<file path="config.mk">
export PLATFORM = sky130hd
export DESIGN_NAME = dmem_access_ctrl
export DESIGN_NICKNAME = d
export VERILOG_FILES = /design/src/rtl/dmem_access_ctrl.sv
export SDC_FILE = /design/constraint.sdc
export NUM_CORES = 1
export LEC_CHECK = 0
export CAP_MARGIN = 20
export CORE_ASPECT_RATIO = 0.9
export CORE_UTILIZATION = 25
export CTS_CLUSTER_DIAMETER = 150
export CTS_CLUSTER_SIZE = 12
export DETAILED_ROUTE_END_ITERATION = 12
export SLEW_MARGIN = 20
export SYNTH_ARGS = -nofsm -noshare
export SYNTH_HDL_FRONTEND = slang
export SYNTH_SLANG_ARGS = --single-unit
</file>
<file path="constraint.sdc">
create_clock -name clk_i -period 2.64 [get_ports clk_i]
set_input_delay 0.66 -clock clk_i [delete_from_list [all_inputs] [get_ports clk_i]]
set_output_delay 0.66 -clock clk_i [all_outputs]
set_load 0.01 [all_outputs]
</file>
<file path="src/rtl/dmem_access_ctrl.sv">
// rtl/dmem_access_ctrl.sv - MEM-stage data-memory access controller with misalign detect and watchdog
module dmem_access_ctrl #(
   parameter int          TIMEOUT   = 16,
   parameter logic [31:0] RDATA_ERR = 32'h0000_0000
) (
   input  logic        clk_i,
   input  logic        rst_i,
   input  logic        MemRead_i,
   input  logic        MemWrite_i,
   input  logic [31:0] MemAddr_i,
   input  logic [31:0] MemWrite_Data_i,
   output logic        stall_o,
   output logic [31:0] MemRead_Data_o,
   output logic        misalign_o,
   output logic        err_o,
   output logic        mem_req_o,
   output logic        mem_we_o,
   output logic [31:0] mem_addr_o,
   output logic [31:0] mem_wdata_o,
   input  logic        mem_ack_i,
   input  logic [31:0] mem_rdata_i
);

   typedef enum logic [1:0] {IDLE, BUSY, DONE} state_t;

   state_t     state, state_nxt;
   logic [7:0] cnt;
   logic       access, aligned, timeout_hit;

   assign access      = MemRead_i | MemWrite_i;
   assign aligned     = (MemAddr_i[1:0] == 2'b00);
   assign timeout_hit = (cnt == 8'(TIMEOUT - 1));

   always_ff @(posedge clk_i) begin
      if (rst_i) state <= IDLE;
      else       state <= state_nxt;
   end

   always_comb begin
      state_nxt = state;
      stall_o   = 1'b0;
      case (state)
         IDLE: begin
            if (access && aligned) begin
               stall_o   = 1'b1;
               state_nxt = BUSY;
            end
         end
         BUSY: begin
            stall_o = 1'b1;
            if (mem_ack_i || timeout_hit) state_nxt = DONE;
         end
         // DONE releases the pipeline; its inputs still describe the finished access.
         DONE:    state_nxt = IDLE;
         default: state_nxt = IDLE;
      endcase
   end

   always_ff @(posedge clk_i) begin
      if (rst_i) begin
         cnt            <= 8'd0;
         mem_req_o      <= 1'b0;
         mem_we_o       <= 1'b0;
         mem_addr_o     <= 32'd0;
         mem_wdata_o    <= 32'd0;
         misalign_o     <= 1'b0;
         err_o          <= 1'b0;
         MemRead_Data_o <= 32'd0;
      end else begin
         misalign_o <= 1'b0;
         case (state)
            IDLE: begin
               if (access) begin
                  if (aligned) begin
                     mem_req_o   <= 1'b1;
                     mem_we_o    <= MemWrite_i;
                     mem_addr_o  <= {MemAddr_i[31:2], 2'b00};
                     mem_wdata_o <= MemWrite_Data_i;
                     cnt         <= 8'd0;
                  end else begin
                     misalign_o <= 1'b1;
                     if (!MemWrite_i) MemRead_Data_o <= RDATA_ERR;
                  end
               end
            end
            BUSY: begin
               // Ack is tested first so a same-cycle ack beats the watchdog.
               if (mem_ack_i) begin
                  mem_req_o <= 1'b0;
                  cnt       <= 8'd0;
                  if (!mem_we_o) MemRead_Data_o <= mem_rdata_i;
               end else if (timeout_hit) begin
                  mem_req_o <= 1'b0;
                  err_o     <= 1'b1;
                  cnt       <= 8'd0;
                  if (!mem_we_o) MemRead_Data_o <= RDATA_ERR;
               end else begin
                  cnt <= cnt + 8'd1;
               end
            end
            default: ;
         endcase
      end
   end

endmodule

</file>
==> summary.txt, run 1 <==
Run status
  • Outcome: completed

Finish
  • Synth-to-Final Area Change: 64.80%
  • # fillers: between 1000 and 1500
  • Nets: 716
  • Final Util: 0.4266
  • Final Cell Area: 6345 µm²
  • Final non-filler cell total: 817
  • Diodes inserted: 0
  • Share of layout cells above drive strength 1: 0.07108

Floorplan
  • Initial core utilization: 0.2589
  • CORE AREA: 14870 µm²
  • Die area: 15900 µm²
  • Chip width: between 100 and 150 µm
  • Number of top-level pins: 202
  • FP Rows: 42
  • Die height: 119.7 µm

Yosys
  • Mux cell area share after synthesis: 0
  • Synth Instances: 423
  • Synth Cell Area: 3850 µm²
  • Synth warn: 0
  • Synthesized flop and latch total: 108
  • Post-synth cell types: 37
  • Post-synth EDFFs: 0
  • Post-synthesis xor/xnor area fraction: 0
  • Post-synthesis sequential area ratio: 0.5616
  • Syn Area/Cell: ~9.1 µm²
  • Main combinational cell family by area after synthesis: compound AO/OA/AOI/OAI gates
  • Async SR Flop Fraction: 0
  • Post-Synth Simple-Gate Area: 0.1784
  • Area share of fa/ha/maj cells after synthesis: 0.003250
  • Synth Flop Type: dfxtp_1
  • Synth Area in Compound Gates: 0.2122

Critical path
  • Worst path required time: approximately 2.0 ns
  • Critical path arrival: ~1.9 ns
  • CP Capture Type: output pin
  • CP startpoint kind: input port
  • Critical R2R Capture: MemRead_Data_o[11]
  • CP max FO: 2
  • Worst setup path class: in2out
  • CP startpoint: MemWrite_i
  • Reg-to-reg slack, setup: 0.70 ns
  • Reg2reg start: state[1]
  • Crit path to: stall_o
  • R2R depth: 5

Route
  • Drc violations: 0
  • Wire length on met1: ~5 mm
  • First drt pass iteration count: 4
  • DR vias: about 3700
  • Drt wl/cell: 13.75 µm
  • Wirelength, routed: 11.24 mm
  • Met2 WL post-DR: 5.147 mm
  • Violation count after the first detailed-route iteration: 168
  • Highest routed layer: met4
  • Routed Antenna Nets: 0
  • Vias per inst: about 4.5
  • Met3 routed WL: 824 µm

STA
  • Setup violations, final: 0
  • Crit path time final: 2.529 ns
  • WHS: roughly 0.45 ns
  • Tcrit/Tclk final: 0.9580
  • Rel. slew slack: 0.6517
  • RSZ-0062 raised after global routing: false
  • Actual slew at the worst max-slew pin: 0.5217 ns
  • Final Max Slew Viols: 0
  • Clock skew: ~0.007 ns
  • FMAX: approximately 400 MHz
  • Final hold viol count: 0

Global route
  • Initial antenna violation count: 0
  • Vias in the first global route: ~3600
  • Largest net degree at the start of global routing: 63
  • Total gr overflow: 0
  • First-pass GRT wire length: ~18 mm
  • Total track usage: 0.1422

Place
  • Gpl congestion: 0.7696
  • Placed cell area: roughly 6000 µm²
  • HPWL Detailed: 8.012 mm
  • Placed insts: roughly 800
  • Port buffer count: roughly 200

Power
  • Leakage: approximately 2.2 nW
  • Worst vdd ir: ~0.00028 V
  • Pwr/cell area: 544.5 nW/µm²

Hold path
  • WHS Path Cells: 2
  • Hold_sp: mem_wdata_o[2]
  • Worst hold path class: reg2reg

CTS
  • Post-CTS sizing: 1
  • Hold-fix buffers at CTS: 0
  • Htree depth: 3
  • Longest Clk Path Bufs: 2
  • Post-CTS setup buffers: 0
  • CTS tree: built
  • Clk slew on worst S/H paths: 0.07 ns
  • Root Driver: clkbuf_16
  • Clk Latency, worst-skew pair: 0.35 ns
  • Total clock sinks: 108
  • Num CTS Buffers: 9

Flow run
  • Max_cap viols: 0
==> sequential cells by signal, summed over array words and instances, names as in the netlist <==
| name | count |
|---|---|
| err_o | 1 |
| mem_wdata_o | 32 |
| misalign_o | 1 |
| cnt | 8 |
| state | 2 |
| MemRead_Data_o | 32 |
| mem_req_o | 1 |
| mem_we_o | 1 |
| mem_addr_o | 30 |
==> metrics by stage <==
step / setup TNS (ns) / power (mW) / worst slack [ns]
finish: 0 / 3.455 / 0.1108
global route: 0 / 3.633 / 0.04400
CTS: 0 / 3.508 / 0.1072
detailed placement: -0.08721 / 2.203 / -0.08721
global placement: -0.08645 / 2.195 / -0.08645
floorplan: 0 / 1.906 / 0.4968
==> worst min-delay path by stage <==
| stage | end | slack [ns] |
|---|---|---|
| final | mem_wdata_o[2] | 0.45 |
| after global routing | mem_addr_o[25] | 0.48 |
| after CTS | mem_wdata_o[2] | 0.46 |
| after detailed placement | mem_wdata_o[2] | 0.45 |
| after global placement | mem_wdata_o[16] | 0.44 |
| after floorplan | cnt[7] | 0.46 |
==> worst max-delay path: stages <==
cell	delay, ns
clkdlybuf4s50_1	0.41
or2_1	0.27
a21oi_2	0.16
nor2_1	0.07
dlygate4sd2_1	0.31
==> final cells by class <==
| class | count | area (µm²) | share of cell area |
|---|---|---|---|
| tap | 198 | 247.7 | 0.03905 |
| sequential | 108 | 2162 | 0.3408 |
| timing repair buffer | 211 | 2113 | 0.3331 |
| clock buffer | 10 | 239.0 | 0.03767 |
| multi-input combinational | 282 | 1530 | 0.2412 |
| clock inverter | 6 | 45.04 | 0.007099 |
| inverter | 2 | 7.507 | 0.001183 |
==> per-layer routing <==
layer	vias up	GRT usage
met1	1691	0.1725
li1	1823	-
met3	17	0.04985
met2	143	0.2261
met4	0	0.06322
met5	-	0
==> kinds of logic (layout without fill, tap and decap cells) <==
family,Yosys count,count (layout)
AO/OA/AOI/OAI,120,120
adder cells (fa/ha/maj),1,1
buffers and inverters,34,229
flip-flops,108,108
other,1,2
AND/OR/NAND/NOR,159,159
==> cell usage in the layout (no fill, tap or decap), types with 3 or more instances in the layout <==
| cell type | instances |
|---|---|
| clkdlybuf4s50_1 | 197 |
| nand2_1 | 130 |
| dfxtp_1 | 108 |
| a21oi_1 | 68 |
| a22o_1 | 32 |
| clkbuf_16 | 9 |
| buf_4 | 9 |
| nor2_1 | 6 |
| a21oi_2 | 5 |
| o31ai_1 | 4 |
| or4_1 | 4 |
| nand2b_1 | 3 |
| inv_6 | 3 |
| buf_12 | 3 |
==> power by group <==
| group | internal, mW | switching, mW |
|---|---|---|
| combinational | 0.266 | 0.190 |
| clock | 0.675 | 0.619 |
| sequential | 1.68 | 0.0271 |
==> Yosys cell counts (3+ instances only) <==
master / instances / area (µm²)
a21oi_1: 68 / 340.3
a21oi_2: 5 / 43.79
a22o_1: 32 / 280.3
buf_2: 8 / 40.04
buf_6: 3 / 33.78
clkbuf_1: 19 / 71.32
dfxtp_1: 108 / 2162
nand2_1: 130 / 488.0
nand2b_1: 3 / 18.77
nor2_1: 6 / 22.52
o31ai_1: 4 / 30.03
or4_1: 4 / 30.03
No activity file was read; power rests on OpenSTA's default activity.
==> run 2: changes to the inputs <==
--- a/config.mk
+++ b/config.mk
@@ -5,6 +5,7 @@
 export SDC_FILE = /design/constraint.sdc
 export NUM_CORES = 1
 export LEC_CHECK = 0
+export ABC_AREA = 1
 export CAP_MARGIN = 20
 export CORE_ASPECT_RATIO = 0.9
 export CORE_UTILIZATION = 25
==> run 2 against run 1 <==
Against the previous run: hold slack improved by 0.0054 ns; clock skew fell by 0.0013 ns; total power rose by 13%; synthesized cell count rose by 44%; largest power group unchanged; sequential share of layout area fell by 2.8 points; utilization fell by 1.9 points; sequential cell count did not move; final area rose by 9.1%.
==> summary.txt, run 2 <==
Route
  • Wirelength, routed: 13.41 mm (+19%)
  • Drc violations: 0 (unchanged)
  • DR vias: 4521 (+23%)
  • Drt wl/cell: 13.01 µm (-5.4%)
  • Routed Antenna Nets: 0 (unchanged)
  • Vias per inst: 4.385 (-2.5%)
  • Violation count after the first detailed-route iteration: 157 (-6.5%)
  • First drt pass iteration count: 6 (+2)

Yosys
  • Area leader, netlist: dfxtp_1
  • Synthesized flop and latch total: 108 (unchanged)
  • Synth warn: 0 (unchanged)
  • Post-synthesis sequential area ratio: 0.4924 (-0.06914)
  • Synth Instances: 611 (+44%)
  • Main combinational cell family by area after synthesis: simple AND/OR/NAND/NOR gates
  • Synth Cell Area: 4390 µm² (+14%)
  • Post-synth cell types: 26 (-30%)
  • Post-synth EDFFs: 0 (unchanged)
  • Post-synthesis xor/xnor area fraction: 0.003990 (+0.003990)
  • Synth Flop Type: dfxtp_1
  • Most frequent cell after synthesis: nand2_1
  • Synth top area share: 0.4924 (-0.06914)
  • Commonest cells post-synth: 155 x nand2_1, 108 x dfxtp_1, 91 x a21oi_1
  • Mux cell area share after synthesis: 0 (unchanged)
  • Synth Area in Compound Gates: 0.1126 (-0.09965)
  • Area share of fa/ha/maj cells after synthesis: 0.002850 (-0.0004001)
  • Post-Synth Simple-Gate Area: 0.3140 (+0.1356)
  • Ranking of synthesized cells by area: dfxtp_1 49%, nand2_1 13%, a21oi_1 10%
  • Async SR Flop Fraction: 0 (unchanged)
  • Syn Area/Cell: 7.186 µm² (-21%)

Floorplan
  • Chip width: 141.7 µm (+6.7%)
  • FP Rows: 45 (+7.1%)
  • Die area: 18100 µm² (+14%)
  • Die height: 127.7 µm (+6.7%)
  • CORE AREA: 17000 µm² (+14%)
  • Initial core utilization: 0.2582 (-0.0006714)
  • Number of top-level pins: 202 (unchanged)

Global route
  • Total track usage: 0.1483 (+0.006170)
  • First-pass GRT wire length: 21.29 mm (+18%)
  • Vias in the first global route: 4148 (+15%)
  • Total gr overflow: 0 (unchanged)
  • Initial antenna violation count: 0 (unchanged)
  • Largest net degree at the start of global routing: 67 (+6.3%)

Critical path
  • CP max FO: 2 (unchanged)
  • CP startpoint kind: input port
  • Cells along the critical path: clkdlybuf4s50_1 -> nor2_4 -> nand3_1 -> nand2_2 -> dlygate4sd2_1
  • Critical path arrival: 1.69 ns (-0.18 ns)
  • Worst path max stage delay: 0.46 ns (+0.05 ns)
  • Worst setup path class: in2out
  • CP Capture Type: output pin
  • Slowest CP cell: clkdlybuf4s50_1
  • Worst path required time: 1.98 ns (about the same)
  • Reg-to-reg slack, setup: 0.88 ns (+0.18 ns)
  • R2R depth: 8 (+3)

CTS
  • Clk slew on worst S/H paths: 0.07 ns (about the same)
  • Htree depth: 3 (unchanged)
  • Clk Latency, worst-skew pair: 0.35 ns (about the same)
  • Num CTS Buffers: 9 (unchanged)
  • Total clock sinks: 108 (unchanged)
  • Root Driver: clkbuf_16
  • Post-CTS setup buffers: 0 (unchanged)
  • CTS tree: built
  • Hold-fix buffers at CTS: 0 (unchanged)
  • Post-CTS sizing: 1 (unchanged)
  • Longest Clk Path Bufs: 2 (unchanged)

Finish
  • Synth-to-Final Area Change: 57.68%
  • Top Registers: MemRead_Data_o x32, mem_wdata_o x32, mem_addr_o x30
  • Most frequent cells in the layout: 197 x clkdlybuf4s50_1, 154 x nand2_1, 108 x dfxtp_1, 91 x a21oi_1, 85 x nand3_1
  • Share of layout cells above drive strength 1: 0.05779 (-0.01329)
  • Diodes inserted: 0 (unchanged)
  • Nets: 893 (+25%)
  • Final Util: 0.4071 (-0.01950)
  • Most common cell after layout, fill and taps aside: clkdlybuf4s50_1

STA
  • Setup violations, final: 0 (unchanged)
  • Rel. slew slack: 0.5076 (-0.1441)
  • Final Max Slew Viols: 0 (unchanged)
  • Crit path time final: 2.355 ns (-0.1747 ns)
  • Tcrit/Tclk final: 0.8919 (-0.06616)
  • Actual slew at the worst max-slew pin: 0.7387 ns (+0.2169 ns)
  • Clock skew: 0.005693 ns (-0.001303 ns)
  • RSZ-0062 raised after global routing: false
  • FMAX: 424.7 MHz (+7.4%)
  • Post-route setup TNS: 0 ns (unchanged)
  • Final hold viol count: 0 (unchanged)

Place
  • Gpl congestion: 0.7734 (+0.49%)
  • Port buffer count: 199 (unchanged)
  • HPWL Detailed: 9.012 mm (+12%)

Run status
  • Outcome: completed

Power
  • Worst vdd ir: 0.0003656 V (+30%)
  • Leakage: 2.627 nW (+17%)
  • Pwr/cell area: 563.0 nW/µm² (+3.4%)

Hold path
  • WHS Path Cells: 2 (unchanged)
  • Worst hold path class: reg2reg

Flow run
  • Max_cap viols: 0 (unchanged)
run 2: changes by cell type after synthesis, moves of 4 or more:
| cell | delta |
|---|---|
| a21oi_2 | -5 |
| a22o_1 | -32 |
| buf_1 | +6 |
| nand3_1 | +83 |
| nor2_1 | +64 |
| or4_1 | -4 |
| o31ai_1 | -4 |
| nand2_1 | +25 |
| inv_1 | +25 |
| buf_2 | +6 |
| a21oi_1 | +23 |
run 2: worst max-delay path, delay by kind of cell:
| family | cells | cell delay (ns) |
|---|---|---|
| buffers and inverters | 2 | 0.73 |
| AND/OR/NAND/NOR | 3 | 0.30 |
run 2: cell type report:
type	count	area [µm²]
Multi-Input combinational cell	428	1921
Sequential cell	108	2162
Timing Repair Buffer	214	2123
Fill cell	1807	10080
Inverter	30	112.6
Clock inverter	6	71.32
Clock buffer	10	239.0
Tap cell	235	294.0
run 2: per-stage QoR:
step / setup WS, ns / cell area (µm²) / hold slack, ns / instances / power, mW
finish: 0.2855 / 6923 / 0.4600 / 1031 / 3.898
global route: 0.1776 / 6923 / 0.4767 / 1031 / 4.113
CTS: 0.2686 / 6923 / 0.4642 / 1031 / 3.975
detailed placement: 0.005255 / 6614 / 0.4521 / 1015 / 2.538
global placement: 0.01674 / 6614 / 0.4472 / 1015 / 2.538
floorplan: 0.9653 / 4394 / 0.4540 / 612 / 2.124
run 2: power by group:
part           internal (mW)  switching (mW)
Clock                  0.771           0.634
Sequential              1.72          0.0444
Combinational          0.389           0.341
run 2: final timing paths:
check                  from                  to
max            MemAddr_i[1]             stall_o
min reg2reg  mem_wdata_o[7]      mem_wdata_o[7]
max reg2reg          cnt[0]  MemRead_Data_o[31]
min          mem_wdata_o[7]      mem_wdata_o[7]
run 2: cells by family (layout without fill, tap and decap cells):
| family | after synthesis | in the layout |
|---|---|---|
| AND/OR/NAND/NOR | 325 | 325 |
| flip-flops | 108 | 108 |
| AO/OA/AOI/OAI | 98 | 98 |
| buffers and inverters | 76 | 260 |
| XOR/XNOR | 2 | 2 |
| other | 1 | 2 |
| adder cells (fa/ha/maj) | 1 | 1 |
run 2: layer usage:
layer,track usage,up-vias,part of all wire
met5,0,-,0
met4,0.03605,0,0.0078
met3,0.06014,9,0.097
met2,0.2318,161,0.42
li1,-,2327,-
met1,0.1897,2024,0.48
==> run 3: changes to the inputs <==
--- a/config.mk
+++ b/config.mk
@@ -8,7 +8,7 @@
 export ABC_AREA = 1
 export CAP_MARGIN = 20
 export CORE_ASPECT_RATIO = 0.9
-export CORE_UTILIZATION = 25
+export CORE_UTILIZATION = 30
 export CTS_CLUSTER_DIAMETER = 150
 export CTS_CLUSTER_SIZE = 12
 export DETAILED_ROUTE_END_ITERATION = 12
@@ -16,3 +16,4 @@
 export SYNTH_ARGS = -nofsm -noshare
 export SYNTH_HDL_FRONTEND = slang
 export SYNTH_SLANG_ARGS = --single-unit
+export TNS_END_PERCENT = 1
==> run 3 against run 2 <==
Against the previous run: hold slack improved by 0.0027 ns; non-clock buffer count fell by 3; die area fell by 16%; maximum frequency fell by 2.5%; critical path depth rose by 1; register-to-register slack got worse by 0.08 ns; clock skew barely moved; count of clock-buffer cells in the layout did not move; first-iteration DRC count rose by 57%; critical path type unchanged; largest cell class unchanged.
==> summary.txt, run 3 (synthesis results as in run 2) <==
CTS
  • Htree depth: 3 (unchanged)
  • CTS tree: built
  • Clk slew on worst S/H paths: 0.07 ns (about the same)
  • Longest Clk Path Bufs: 2 (unchanged)
  • Root Driver: clkbuf_16
  • Post-CTS setup buffers: 0 (unchanged)
  • Clk Latency, worst-skew pair: 0.35 ns (about the same)
  • Num CTS Buffers: 9 (unchanged)
  • Total clock sinks: 108 (unchanged)

Critical path
  • CP startpoint kind: input port
  • CP max FO: 3 (+1)
  • Reg-to-reg slack, setup: 0.80 ns (-0.08 ns)
  • Worst path max stage delay: 0.51 ns (+0.05 ns)
  • Reg2reg start: cnt[0]
  • Worst path required time: 1.98 ns (about the same)
  • Slowest CP cell: clkdlybuf4s50_1
  • Worst setup path class: in2out
  • Critical R2R Capture: MemRead_Data_o[7]
  • R2R depth: 9 (+1)
  • CP Capture Type: output pin
  • Critical path arrival: 1.75 ns (+0.06 ns)
  • Cells along the critical path: clkdlybuf4s50_1 -> inv_1 -> nand2_1 -> nand3_1 -> nand2_2 -> dlygate4sd2_1

Floorplan
  • CORE AREA: 14160 µm² (-17%)
  • Die area: 15120 µm² (-16%)
  • Die height: 116.8 µm (-8.6%)
  • Chip width: 129.5 µm (-8.6%)
  • FP Rows: 41 (-8.9%)
  • Number of top-level pins: 202 (unchanged)
  • Initial core utilization: 0.3101 (+0.05189)

STA
  • Final Max Slew Viols: 0 (unchanged)
  • Tcrit/Tclk final: 0.9147 (+0.02282)
  • RSZ-0062 raised after global routing: false
  • Crit path time final: 2.415 ns (+0.06025 ns)
  • Clock skew: 0.005732 ns (+0.00003952 ns)
  • WHS: 0.4628 ns (+0.002714 ns)
  • Setup violations, final: 0 (unchanged)
  • Actual slew at the worst max-slew pin: 0.6988 ns (-0.03987 ns)
  • Rel. slew slack: 0.5341 (+0.02658)
  • Final hold viol count: 0 (unchanged)
  • FMAX: 414.1 MHz (-2.5%)

Place
  • Gpl congestion: 0.8049 (+4.1%)
  • Port buffer count: 199 (unchanged)
  • Placed cell area: 6526 µm² (-1.3%)
  • HPWL Detailed: 9.156 mm (+1.6%)
  • Placed insts: 970 (-4.4%)

Global route
  • Total gr overflow: 0 (unchanged)
  • Largest net degree at the start of global routing: 67 (unchanged)
  • Total track usage: 0.1724 (+0.02412)
  • Initial antenna violation count: 0 (unchanged)
  • Vias in the first global route: 4098 (-1.2%)
  • First-pass GRT wire length: 20.34 mm (-4.5%)

Finish
  • Top Registers: MemRead_Data_o x32, mem_wdata_o x32, mem_addr_o x30
  • Synth-to-Final Area Change: 55.51%
  • Diodes inserted: 0 (unchanged)
  • Most frequent cells in the layout: 197 x clkdlybuf4s50_1, 154 x nand2_1, 108 x dfxtp_1, 91 x a21oi_1, 85 x nand3_1
  • Register area: 2162 µm² (unchanged)
  • Most common cell after layout, fill and taps aside: clkdlybuf4s50_1
  • Nets: 890 (-0.34%)
  • Final Cell Area: 6828 µm² (-1.4%)
  • Final Util: 0.4822 (+0.07510)
  • Multi-input gate area: 1921 µm² (unchanged)
  • Share of layout cells above drive strength 1: 0.05422 (-0.003564)
  • Final non-filler cell total: 986 (-4.4%)
  • # fillers: 1381 (-24%)

Power
  • Sequential share of power: 0.458 (+0.006)
  • Comb pwr share: 0.186 (about the same)
  • Final Total Pwr: 3.862 mW (-0.92%)
  • Leakage: 2.609 nW (-0.68%)
  • Sw Ratio: 0.2595 (-0.002077)
  • Worst vdd ir: 0.0003091 V (-15%)
  • Pwr/cell area: 565.6 nW/µm² (+0.46%)
  • P_sw: 1.002 mW (-1.7%)
  • Internal power: 2.859 mW (-0.65%)
  • Clock share of power: 0.357 (-0.003)

Run status
  • Outcome: completed

Route
  • Wirelength, routed: 13.20 mm (-1.6%)
  • Violation count after the first detailed-route iteration: 246 (+57%)
  • Vias per inst: 4.574 (+4.3%)
  • DR vias: 4510 (-0.24%)
  • Routed Antenna Nets: 0 (unchanged)
  • First drt pass iteration count: 4 (-2)
  • Drc violations: 0 (unchanged)
  • Drt wl/cell: 13.39 µm (+2.9%)

Hold path
  • WHS Path Cells: 2 (unchanged)
  • Hold_sp: mem_wdata_o[6]
  • Hold EP: mem_wdata_o[6]
  • Worst hold path class: reg2reg

Flow run
  • Max_cap viols: 0 (unchanged)
## run 3: cell types whose count changed in the layout (fill, tap and decap cells not counted)
cell and change:
inv_6 -2, buf_4 -2, clkinv_2 +2, buf_12 -1
## run 3: per-stage QoR
step / setup TNS [ns] / worst slack (ns)
6_report: 0 / 0.2253
5_1_grt: 0 / 0.1639
4_1_cts: 0 / 0.2191
3_5_place_dp: -0.04398 / -0.04398
3_3_place_gp: 0 / 0.01127
2_1_floorplan: 0 / 0.9653
## run 3: critical path: cells and delay by family
| kind | cells | cell delay, ns |
|---|---|---|
| buffers and inverters | 3 | 0.83 |
| and+or+nand+nor | 3 | 0.26 |
## run 3: area by class of cell
class,instances,share of cell area
Sequential cell,108,0.3167
Inverter,30,0.01649
Multi-Input combinational cell,428,0.2813
Clock buffer,10,0.03500
Tap cell,193,0.03537
Timing Repair Buffer,211,0.3058
Clock inverter,6,0.009346
## run 3: power groups by stage
stage                     clock (mW)  combinational [mW]  sequential (mW)
after floorplan                    0               0.283             1.84
after global placement             0               0.713             1.80
after detailed placement           0               0.722             1.80
after CTS                       1.43               0.723             1.77
after global routing            1.49               0.787             1.78
final                           1.38               0.718             1.77
## run 3: worst max-delay path by stage
| stage | from | endpoint | slack (ns) | cells after the start |
|---|---|---|---|---|
| 6_report | MemWrite_i | stall_o | 0.23 | 6 |
| 5_1_grt | MemWrite_i | stall_o | 0.16 | 6 |
| 4_1_cts | MemWrite_i | stall_o | 0.22 | 6 |
| 3_5_place_dp | MemWrite_i | stall_o | -0.04 | 6 |
| 3_3_place_gp | MemWrite_i | stall_o | 0.01 | 6 |
| 2_1_floorplan | MemAddr_i[1] | stall_o | 0.97 | 3 |
## run 3: what timing repair did
item,4_1_cts,5_1_grt
endpoints found under the setup margin,1,0
hold buffers,0,0
gates resized for setup,1,0
## run 3: metal layers
layer	up-vias	global-route usage	wire, µm
met1	2025	0.2176	6168
met5	-	0	0
met2	153	0.2688	5622
li1	2318	-	-
met4	0	0.06434	210
met3	14	0.06367	1201
